==> src/rtl/fc_obuf.sv <==
// Output-side shift-add accumulator for one FC CIM column group: collects bit-plane
// partial sums, then drains requantized results highest group first into the next input buffer.
module fc_obuf #(
   parameter int DATA_SIZE      = 8,
   parameter int XBAR_SIZE      = 128,
   parameter int OBUF_BUS_WIDTH = 46,
   parameter int OUT_SHIFT      = 8,
   localparam int PSUM_WIDTH     = DATA_SIZE + $clog2(XBAR_SIZE),
   localparam int OBUF_DATA_SIZE = 2 * DATA_SIZE + $clog2(XBAR_SIZE),
   localparam int NUM_CHANNELS   = OBUF_BUS_WIDTH / OBUF_DATA_SIZE,
   localparam int FIFO_LENGTH    = ((XBAR_SIZE / DATA_SIZE) + NUM_CHANNELS - 1) / NUM_CHANNELS
) (
   input  logic                               clk,
   input  logic                               rst,
   input  logic                               i_valid,
   output logic                               o_ready,
   input  logic [NUM_CHANNELS*PSUM_WIDTH-1:0] i_psum,
   output logic                               o_we,
   output logic [NUM_CHANNELS*DATA_SIZE-1:0]  o_data,
   output logic                               o_done,
   output logic                               o_busy
);

   localparam int BEAT_W  = (FIFO_LENGTH > 1) ? $clog2(FIFO_LENGTH) : 1;
   localparam int PLANE_W = (DATA_SIZE > 1) ? $clog2(DATA_SIZE) : 1;

   localparam logic [BEAT_W-1:0]         BEAT_LAST  = BEAT_W'(FIFO_LENGTH - 1);
   localparam logic [PLANE_W-1:0]        PLANE_LAST = PLANE_W'(DATA_SIZE - 1);
   localparam logic [OBUF_DATA_SIZE-1:0] SAT_MAX    = OBUF_DATA_SIZE'((1 << DATA_SIZE) - 1);

   typedef enum logic [1:0] {
      ACCUM = 2'd0,
      DRAIN = 2'd1,
      DONE  = 2'd2
   } state_t;

   state_t              state_q, state_d;
   logic [BEAT_W-1:0]   beat_cnt_q, beat_cnt_d;
   logic [PLANE_W-1:0]  plane_cnt_q, plane_cnt_d;
   logic [BEAT_W-1:0]   drain_idx_q, drain_idx_d;

   logic [OBUF_DATA_SIZE-1:0] acc_q [FIFO_LENGTH][NUM_CHANNELS];
   logic [OBUF_DATA_SIZE-1:0] psum_ext [NUM_CHANNELS];

   logic hs;
   logic last_beat;

   // Requantize: arithmetic right shift of a non-negative value, clamp to DATA_SIZE bits.
   function automatic logic [DATA_SIZE-1:0] sat(input logic [OBUF_DATA_SIZE-1:0] v);
      logic [OBUF_DATA_SIZE-1:0] s;
      s = v >> OUT_SHIFT;
      if (s > SAT_MAX) begin
         return '1;
      end
      return s[DATA_SIZE-1:0];
   endfunction

   assign hs        = i_valid && (state_q == ACCUM);
   assign last_beat = (plane_cnt_q == PLANE_LAST) && (beat_cnt_q == BEAT_LAST);

   always_comb begin
      for (int c = 0; c < NUM_CHANNELS; c++) begin
         psum_ext[c] = OBUF_DATA_SIZE'(i_psum[c*PSUM_WIDTH +: PSUM_WIDTH]);
      end
   end

   // Plane 0 overwrites, so a new operation never needs a clear pass.
   for (genvar c = 0; c < NUM_CHANNELS; c++) begin : g_acc
      always_ff @(posedge clk) begin
         if (!rst && hs) begin
            if (plane_cnt_q == '0) begin
               acc_q[beat_cnt_q][c] <= psum_ext[c];
            end else begin
               acc_q[beat_cnt_q][c] <= acc_q[beat_cnt_q][c] + (psum_ext[c] << plane_cnt_q);
            end
         end
      end
   end

   always_ff @(posedge clk) begin
      if (rst) begin
         state_q     <= ACCUM;
         beat_cnt_q  <= '0;
         plane_cnt_q <= '0;
         drain_idx_q <= '0;
      end else begin
         state_q     <= state_d;
         beat_cnt_q  <= beat_cnt_d;
         plane_cnt_q <= plane_cnt_d;
         drain_idx_q <= drain_idx_d;
      end
   end

   always_comb begin
      state_d     = state_q;
      beat_cnt_d  = beat_cnt_q;
      plane_cnt_d = plane_cnt_q;
      drain_idx_d = drain_idx_q;
      case (state_q)
         ACCUM: begin
            if (hs) begin
               if (last_beat) begin
                  state_d     = DRAIN;
                  drain_idx_d = BEAT_LAST;
                  beat_cnt_d  = '0;
                  plane_cnt_d = '0;
               end else if (beat_cnt_q == BEAT_LAST) begin
                  beat_cnt_d  = '0;
                  plane_cnt_d = plane_cnt_q + 1'b1;
               end else begin
                  beat_cnt_d  = beat_cnt_q + 1'b1;
               end
            end
         end
         DRAIN: begin
            if (drain_idx_q == '0) begin
               state_d = DONE;
            end else begin
               drain_idx_d = drain_idx_q - 1'b1;
            end
         end
         DONE: begin
            state_d = ACCUM;
         end
         default: begin
            state_d = ACCUM;
         end
      endcase
   end

   // Highest group leaves first so the downstream shift-in FIFO ends with slot k = group k.
   always_comb begin
      o_data = '0;
      if (state_q == DRAIN) begin
         for (int c = 0; c < NUM_CHANNELS; c++) begin
            o_data[c*DATA_SIZE +: DATA_SIZE] = sat(acc_q[drain_idx_q][c]);
         end
      end
   end

   assign o_we    = (state_q == DRAIN);
   assign o_done  = (state_q == DONE);
   assign o_ready = (state_q == ACCUM);
   assign o_busy  = (state_q != ACCUM) || (beat_cnt_q != '0) || (plane_cnt_q != '0);

endmodule

==> config.mk <==
export PLATFORM = sky130hd
export DESIGN_NAME = fc_obuf
export DESIGN_NICKNAME = d
export VERILOG_FILES = /design/src/rtl/fc_obuf.sv
export SDC_FILE = /design/constraint.sdc
export NUM_CORES = 1
export LEC_CHECK = 0
export BUFFER_PORTS_ARGS = -buffer_cell sky130_fd_sc_hd__buf_2
export CORE_ASPECT_RATIO = 1.5
export CORE_UTILIZATION = 56
export DETAILED_ROUTE_END_ITERATION = 10
export PLACE_DENSITY = 0.87
export SLEW_MARGIN = 10
export SYNTH_ARGS = -nofsm -noshare
export SYNTH_HDL_FRONTEND = slang
export SYNTH_SLANG_ARGS = --single-unit
==> constraint.sdc <==
create_clock -name clk -period 4.5 [get_ports clk]
set_clock_uncertainty 0.2 [all_clocks]
set_input_delay 0 -clock clk [delete_from_list [all_inputs] [get_ports clk]]
set_output_delay 0 -clock clk [all_outputs]
set_load 0.02 [all_outputs]
[Word level (Yosys, flattened, before mapping)]
Memory sizes are Yosys's and may differ from the RTL's. A register that Yosys moved wholly into a read port is not among the register bits.
Index checks and enable logic that the tools add are counted.
W data, S select, Z words.
Storage, ports and cells
  register bits after elaboration: 11
  memory bits (writable): 368
  input bits: 33
  output and inout bits: 20
  memories kept: 1
Memories
  acc_q: words 8, bits a word 46, read ports 2, clocked after memory_dff 2, wr ports 1, line 42  | logic [OBUF_DATA_SIZE-1:0] acc_q [FIFO_LENGTH][NUM_CHANNELS];
Cells by class
  $add $sub $neg: 5
  order comparisons: 2
  eq/ne operators: 8
  shift-type cells: 2
  multiplexer cells: 33
  bitwise logic cells: 2
  reduce and logical (&&, ||, !) cells: 18
Operators with widths (number)
  $add A23 B23 Y23: 2
  $mux W23: 2
  $shl A15 B3 Y23: 2
  $mux W3: 11
  $mux W8: 4
  $gt A15 B8 Y1 const B: 2
  $mux W16: 1
  $mux W1: 10
  $add A3 B1 Y3 const B: 2
  $eq A3 B3 Y1 const B: 2
  $logic_not A3 Y1: 2
  $mux W2: 3
  $ne A2 B1 Y1 const B: 3
  $pmux W3 S2: 1
  $reduce_and A3 Y1: 2
  $reduce_bool A2 Y1: 3
  $reduce_bool A3 Y1: 2
  $pmux W2 S2: 1
  $reduce_and A4 Y1: 1
  $logic_and A1 B1 Y1: 3
  $sub A3 B1 Y3 const B: 1
  $eq A2 B1 Y1 const B: 1
  $eq A2 B2 Y1 const B: 1
  $logic_not A2 Y1: 1
  5 further kinds: 7

[Logic depth before layout (Yosys ltp)]
Gate-level depths: netlist of the first run.
  depth in word-level cells: 7
  depth in mapped cells: 15
  depth with buffers taken out: 12

[Worst setup path before layout of the first run]
OpenSTA, ideal clock, no wires.
  kind: reg2reg
  start: register state_q[0]
  end: memory acc_q[1][0] (netlist name), enable pin
  setup time: 0.506 ns
  data arrival time: 4.194 ns
  path slack: -0.400 ns
  stages on the path, launching flop included: 6
  path buffers: 1
  period minus slack after synthesis: 4.900 ns
  cells stage by stage: dfxtp_1 > or3b_1 > buf_2 > nor2_1 > nand2_1 > nor3_1
On the way
  word-level cells in the longest chain between the ends: 6
  elaborated cells on any way between the ends: 8
Ends and longest elaborated chain
  start: declaration: line 37  | state_t state_q, state_d;
  start signal: assignment: line 87  | state_q <= state_d;
  $logic_not A2 Y1 *: line 58  | assign hs = i_valid && (state_q == ACCUM);
  $logic_and A1 B1 Y1 *: line 58
  $logic_and A1 B1 Y1 *: line 70  | if (!rst && hs) begin
  $mux W1: line 70
  $mux W1 (on tied branches): line 72, 74
  $or A1 B1 Y1 (no source line) *
  end: declaration: line 42
Every way passes the cells marked *; elsewhere a longest branch is shown, timed or not.

==> results of run 1 <==
==> worst max path at each step <==
stage                         from  slack, ns            to
finish                   flip-flop       0.19  acc_q[4][20]
global route        plane_cnt_q[1]      0.003  acc_q[2][38]
CTS                      flip-flop       0.03  acc_q[2][42]
detailed placement       flip-flop      -0.09  acc_q[3][20]
global placement         flip-flop       0.05  acc_q[1][20]
floorplan                flip-flop       0.59  acc_q[0][21]
==> critical path, stage by stage, from the launching register on <==
cell,delay (ns)
dfxtp_4,0.49
buf_12,0.22
buf_4,0.19
mux4_2,0.51
mux2_2,0.31
ha_1,0.42
a21oi_1,0.31
o21ai_0,0.24
a221oi_1,0.29
o21ai_0,0.17
o21a_1,0.22
nor3_2,0.47
==> final cells by class <==
cell class | instances | share of cell area
clock buffer | 41 | 0.0404
clock inverter | 17 | 0.00669
inverter | 28 | 0.00472
multi-input combinational | 864 | 0.360
sequential | 385 | 0.512
tap | 467 | 0.0262
timing repair buffer | 143 | 0.0501
==> logic make-up after synthesis <==
group | after synthesis | synth area share
DFF | 385 | 0.579
xor gates and xnor gates | 23 | 0.0102
AOI/OAI and AO/OA | 238 | 0.0803
buffers and inverters | 102 | 0.0208
and+or+nand+nor | 336 | 0.0815
muxes | 213 | 0.193
adders and majority gates | 54 | 0.0351
==> metrics by stage <==
step	util	worst slack (ns)	TNS (ns)	hold WS, ns	power, mW
after floorplan	-	0.588	0	-0.124	4.65
after global routing	0.648	0.00328	0	0.0676	7.89
after CTS	0.646	0.0315	0	0.0154	7.70
final	0.648	0.192	0	-0.0138	7.71
after detailed placement	0.607	-0.0856	-0.684	0.108	4.91
after global placement	0.607	0.0498	0	0.0978	4.88
==> registers in the layout, summed over array words and instances, names as in the netlist, named ones only <==
| signal | cells |
|---|---|
| acc_q | 368 |
| beat_cnt_q | 3 |
| drain_idx_q | 3 |
| plane_cnt_q | 3 |
| state_q | 2 |
==> cells in the final DEF, fill, tap and decap left out, types with 6 or more instances in the layout <==
master	n
nand2_1	124
buf_2	52
and2_1	10
and3_1	7
nand3_1	30
o21ai_0	52
mux2_2	59
mux2i_1	23
o21a_1	8
nor2_1	63
mux4_2	128
buf_4	54
clkbuf_1	6
nand2b_1	10
o211ai_1	17
a21oi_1	66
o221a_2	17
nor3_1	15
xnor2_1	12
o31ai_1	12
dfxtp_1	10
inv_1	27
a21o_1	13
buf_12	8
nor4_1	28
edfxtp_1	368
xor2_1	11
a211oi_1	7
nand4_1	6
ha_1	52
dlygate4sd3_1	29
clkinv_2	7
nor2_4	6
clkbuf_16	35
==> power by group through the flow <==
stage	Sequential [mW]	Clock (mW)	Combinational (mW)
final	3.97	2.83	0.906
after global routing	3.97	2.95	0.970
after CTS	3.97	2.84	0.885
after detailed placement	4.05	0	0.858
after global placement	4.04	0	0.837
after floorplan	4.03	0	0.614
==> synth_stat cells, drive strengths merged (17+ instances only) <==
cell and number:
o211ai 17, nor3 22, mux4 128, o21ai 57, a21oi 68, nand2 124, mux2 59, dfxtp 17
nor2 69, edfxtp 368, nor4 28, mux2i 26, inv 27, nand3 30, clkbuf 44, buf 30
ha 52, o221a 17
==> per-layer routing <==
layer  GRT usage  share of wire
met2       0.504           0.51
met3      0.0365          0.083
met4       0.154          0.051
met5           0              0
met1       0.355           0.36
==> repair_timing <==
action	4_1_cts	5_1_grt
endpoints found under the hold margin	217	8
gates resized for setup	1	15
hold buffers	28	1
endpoints found under the setup margin	8	120
==> metrics.csv, run 1 <==
stage,metric,value,unit
run_status,status,"complete, but fails checks",
run_status,violations,hold timing,
cells_and_area,area_growth_syn_to_layout,13.1,%
sta,rsz0062_at_grt,no,
hold_path,hold_end,acc_q[1][27],
pwr,p_clk_frac,0.368,
critical_path,r2r-end,acc_q[4][20],
global_route,antenna_found_initial,0,
sta,max_freq,232,MHz
place,placedCellCount,1858,
route,vias_per_cell,6.79,
synthesis,synth-main-ff-cell,edfxtp_1,
synthesis,async_flop_share,0,
cells_and_area,fillers,2297,
sta,max_slew_margin,0.173,
job,max_cap_viol_count,0,
critical_path,path_max_fanout,12,
cells_and_area,multi_input_area,0.00801,mm²
cells_and_area,drive_gt1_frac,0.271,
cells_and_area,antenna_cells,0,
synthesis,syn_area,0.0197,mm²
route,first_pass_iters,5,
die,die_area,0.0359,mm²
global_route,grt_pass1_vias,13500,
pwr,power_frac_comb,0.118,
place,port_buffers,52,
place,placed_cell_area,0.0209,mm²
cts,clock_path_buffers,3,
cts,cts.sinks,385,
sta,post-route-period-util,0.957,
synthesis,synth_largest_area_cell,edfxtp_1,
synthesis,ys_top_cells_by_area,"edfxtp_1, mux4_2, mux2_2",
route,wl_per_cell,26.2,µm
synthesis,syn_avg_cell_area,14.6,µm²
pwr,switching_share,0.236,
cts,cts_buffers,34,
cells_and_area,final_area,0.0223,mm²
hold_path,hp-start,i_psum[4],
die,die_width,155,µm
hold_path,holdPathStages,3,
critical_path,cp_data_required_time,4.56,ns
synthesis,ys_seq_area_frac,0.579,
cts,cts_tree,done,
die,ios,53,
sta,fin_crit,4.31,ns
sta,final_max_slew_viol_count,0,
synthesis,syn_inst,1351,
critical_path,r2r_cells,11,
global_route,grt_max_degree,69,
route,ant_nets,0,
synthesis,yosysWarnings,0,
pwr,ir_worst_vdd,0.251,mV
synthesis,synth_seq_cells,385,
pwr,switching_power,1.82,mW
critical_path,worstSetupPathType,reg -> reg,
synthesis,synth-edff-count,368,
cts,cts_setup_buffers,0,
route,route.detailed.drc,0,
place,gp_congestion,1.00,
cts,path_clk_slew,0.07,ns
die,initial_core_util,0.573,
sta,worst_hold_slack,-0.0138,ns
global_route,grt-ovfl-total,0,
pwr,power_density,346,mW/mm²
global_route,grt_pass1_wl,77.0,mm
cts,cts_root_buf,clkbuf_16,
pwr,p_leak,7.32,nW
route,wirelength,50.9,mm
pwr,p_seq_frac,0.515,
cts,htree_levels,2,
global_route,grt_usage,0.291,
critical_path,arrival,4.36,ns
sta,finalHoldViolations,8,
die,core_area,0.0344,mm²
synthesis,synth_fp_nets,1438,
route,dr.first_iter.drc_count,1583,
pwr,intPower,5.89,mW
route,via_count,13200,
synthesis,yosysUniqueCellTypes,69,
synthesis,synth_top_area_frac,0.561,
critical_path,endpoint_kind,flip-flop,
cells_and_area,seq_area,0.0114,mm²
place,place_hpwl,34.0,mm
die,fp-row-count,83,
cells_and_area,fin_nets,1543,
sta,finalSetupViolations,0,
die,die_h,232,µm
cts,clk_latency,0.54,ns
sta,worstMarginPinSlew,1.23,ns
hold_path,hold_path.class,in -> reg,
cells_and_area,final_cells,1945,
critical_path,start_kind,flip-flop,
critical_path,regToRegSetupSlack,0.19,ns
No activity file was read; power rests on OpenSTA's default activity.
==> inputs of run 2 (changes only) <==
==> constraint.sdc (replaced) <==
create_clock -name clk -period 4.5 [get_ports clk]
set_clock_uncertainty 0.2 [all_clocks]
set_input_delay 0.45 -clock clk [delete_from_list [all_inputs] [get_ports clk]]
set_output_delay 0.45 -clock clk [all_outputs]
set_load 0.02 [all_outputs]
==> metrics.csv, run 2 (synthesis results as in run 1) <==
stage,metric,value,unit
cts,path_clk_slew,0.08,ns
global_route,grt_pass1_vias,13500,
sta,final_max_slew_viol_count,0,
place,port_buffers,52,
sta,max_slew_margin,0.212,
cells_and_area,top_register,acc_q,
critical_path,regToRegSetupSlack,0.23,ns
route,wirelength,51.0,mm
cts,cts_buffers,35,
route,via_count,13100,
pwr,power,8.06,mW
critical_path,path_cells,"buf_12, mux4_2, mux2_2, ha_1, inv_1, fa_1, nand2b_1, a21oi_1, o21ai_1, a21oi_1, a221o_1, mux2i_2",
pwr,ir_worst_vdd,0.231,mV
sta,worst_hold_slack,0.0833,ns
global_route,grt-ovfl-total,0,
pwr,p_leak,7.23,nW
run_status,status,completed,
cts,clk_latency,0.55,ns
critical_path,max_stage_delay,0.53,ns
critical_path,cp_data_required_time,4.61,ns
sta,max_freq,234,MHz
place,place_hpwl,32.9,mm
hold_path,hold_path.class,in -> reg,
place,gp_congestion,1.00,
cts,clock_path_buffers,3,
cts,cts_root_buf,clkbuf_16,
cells_and_area,drive_gt1_frac,0.272,
critical_path,r2r_cells,12,
place,placedCellCount,1848,
die,die_area,0.0359,mm²
sta,tns,0,ns
sta,worstMarginPinSlew,1.18,ns
critical_path,endpoint_kind,flip-flop,
critical_path,r2r-end,acc_q[6][22],
route,dr.first_iter.drc_count,1379,
cells_and_area,largest_register_ffs,368,
cells_and_area,area_growth_syn_to_layout,12.0,%
sta,rsz0062_at_grt,no,
route,vias_per_cell,6.86,
critical_path,worstSetupPathType,reg -> reg,
critical_path,start_kind,flip-flop,
die,ios,53,
sta,finalHoldViolations,0,
hold_path,holdPathStages,2,
route,route.detailed.drc,0,
die,initial_core_util,0.573,
critical_path,crit_top_cell,a21oi_1,
hold_path,hp-start,rst,
die,die_width,155,µm
cts,cts_tree,done,
critical_path,arrival,4.38,ns
cts,cts.sinks,385,
die,core_area,0.0344,mm²
die,fp-row-count,83,
global_route,grt_pass1_wl,76.5,mm
hold_path,hold_end,plane_cnt_q[2],
cells_and_area,final_cells,1914,
cts,htree_levels,2,
cells_and_area,final_common_cell,edfxtp_1,
die,die_h,232,µm
route,wl_per_cell,26.6,µm
sta,post-route-period-util,0.948,
global_route,grt_max_degree,68,
critical_path,crit_slowest_cell,mux4_2,
sta,finalSetupViolations,0,
global_route,antenna_found_initial,0,
cells_and_area,final_core_util,0.642,
job,max_cap_viol_count,0,
cells_and_area,fin_nets,1506,
route,first_pass_iters,6,
sta,fin_crit,4.27,ns
critical_path,path_max_fanout,18,
cells_and_area,final_cell_mix,"edfxtp_1, mux4_2, nand2_1, a21oi_1, nor2_1",
pwr,power_density,365,mW/mm²
route,ant_nets,0,
global_route,grt_usage,0.288,
[run 2: stage by stage]
stage | area (µm²) | setup WS [ns]
after floorplan | 19700 | 0.588
after global placement | 20800 | 0.261
after detailed placement | 20800 | 0.0623
after CTS | 22000 | 0.0648
after global routing | 22100 | 0.00419
final | 22100 | 0.235
[run 2: final cells by class]
cell class	instances	area, µm²
Antenna cell	1	2.50
Clock buffer	40	916
Clock inverter	24	318
Fill cell	2326	12300
Inverter	28	105
Multi-Input combinational cell	864	8000
Sequential cell	385	11400
Tap cell	467	584
Timing Repair Buffer	105	723
[run 2: metal layers]
metal | part of all wire | global-route usage | routed length [µm] | vias up
li1 | - | - | - | 5581
met1 | 0.35 | 0.340 | 17700 | 6454
met2 | 0.50 | 0.493 | 25500 | 855
met3 | 0.089 | 0.0507 | 4550 | 244
met4 | 0.062 | 0.171 | 3170 | 0
met5 | 0 | 0 | 0 | -
[run 2: worst max-delay path by stage]
stage / from / end
floorplan: flip-flop / acc_q[0][21]
global placement: flip-flop / acc_q[3][22]
detailed placement: flip-flop / acc_q[0][22]
CTS: flip-flop / acc_q[6][22]
global route: flip-flop / acc_q[0][44]
finish: flip-flop / acc_q[6][22]
[run 2: timing repair]
item	in CTS	in global routing
endpoints found under the hold margin	1	0
buffers inserted	0	0
endpoints found under the setup margin	0	128
hold buffers	1	0
gates resized for setup	0	15
[run 2: power breakdown]
part,leakage (nW),switching [mW],internal [mW]
Clock,0.600,1.33,1.88
Combinational,3.19,0.502,0.375
Sequential,3.44,0.0259,3.94
Total,7.23,1.86,6.20
[run 2: worst max-delay path, delay by kind of cell, from the launching register on]
family                   cells  cell delay (ns)
flip-flops                   1             0.51
multiplexers                 3             1.21
adder cells (fa/ha/maj)      2             0.47
AND/OR/NAND/NOR              1             0.17
AO/OA/AOI/OAI                4             1.10
buffers and inverters        2             0.32
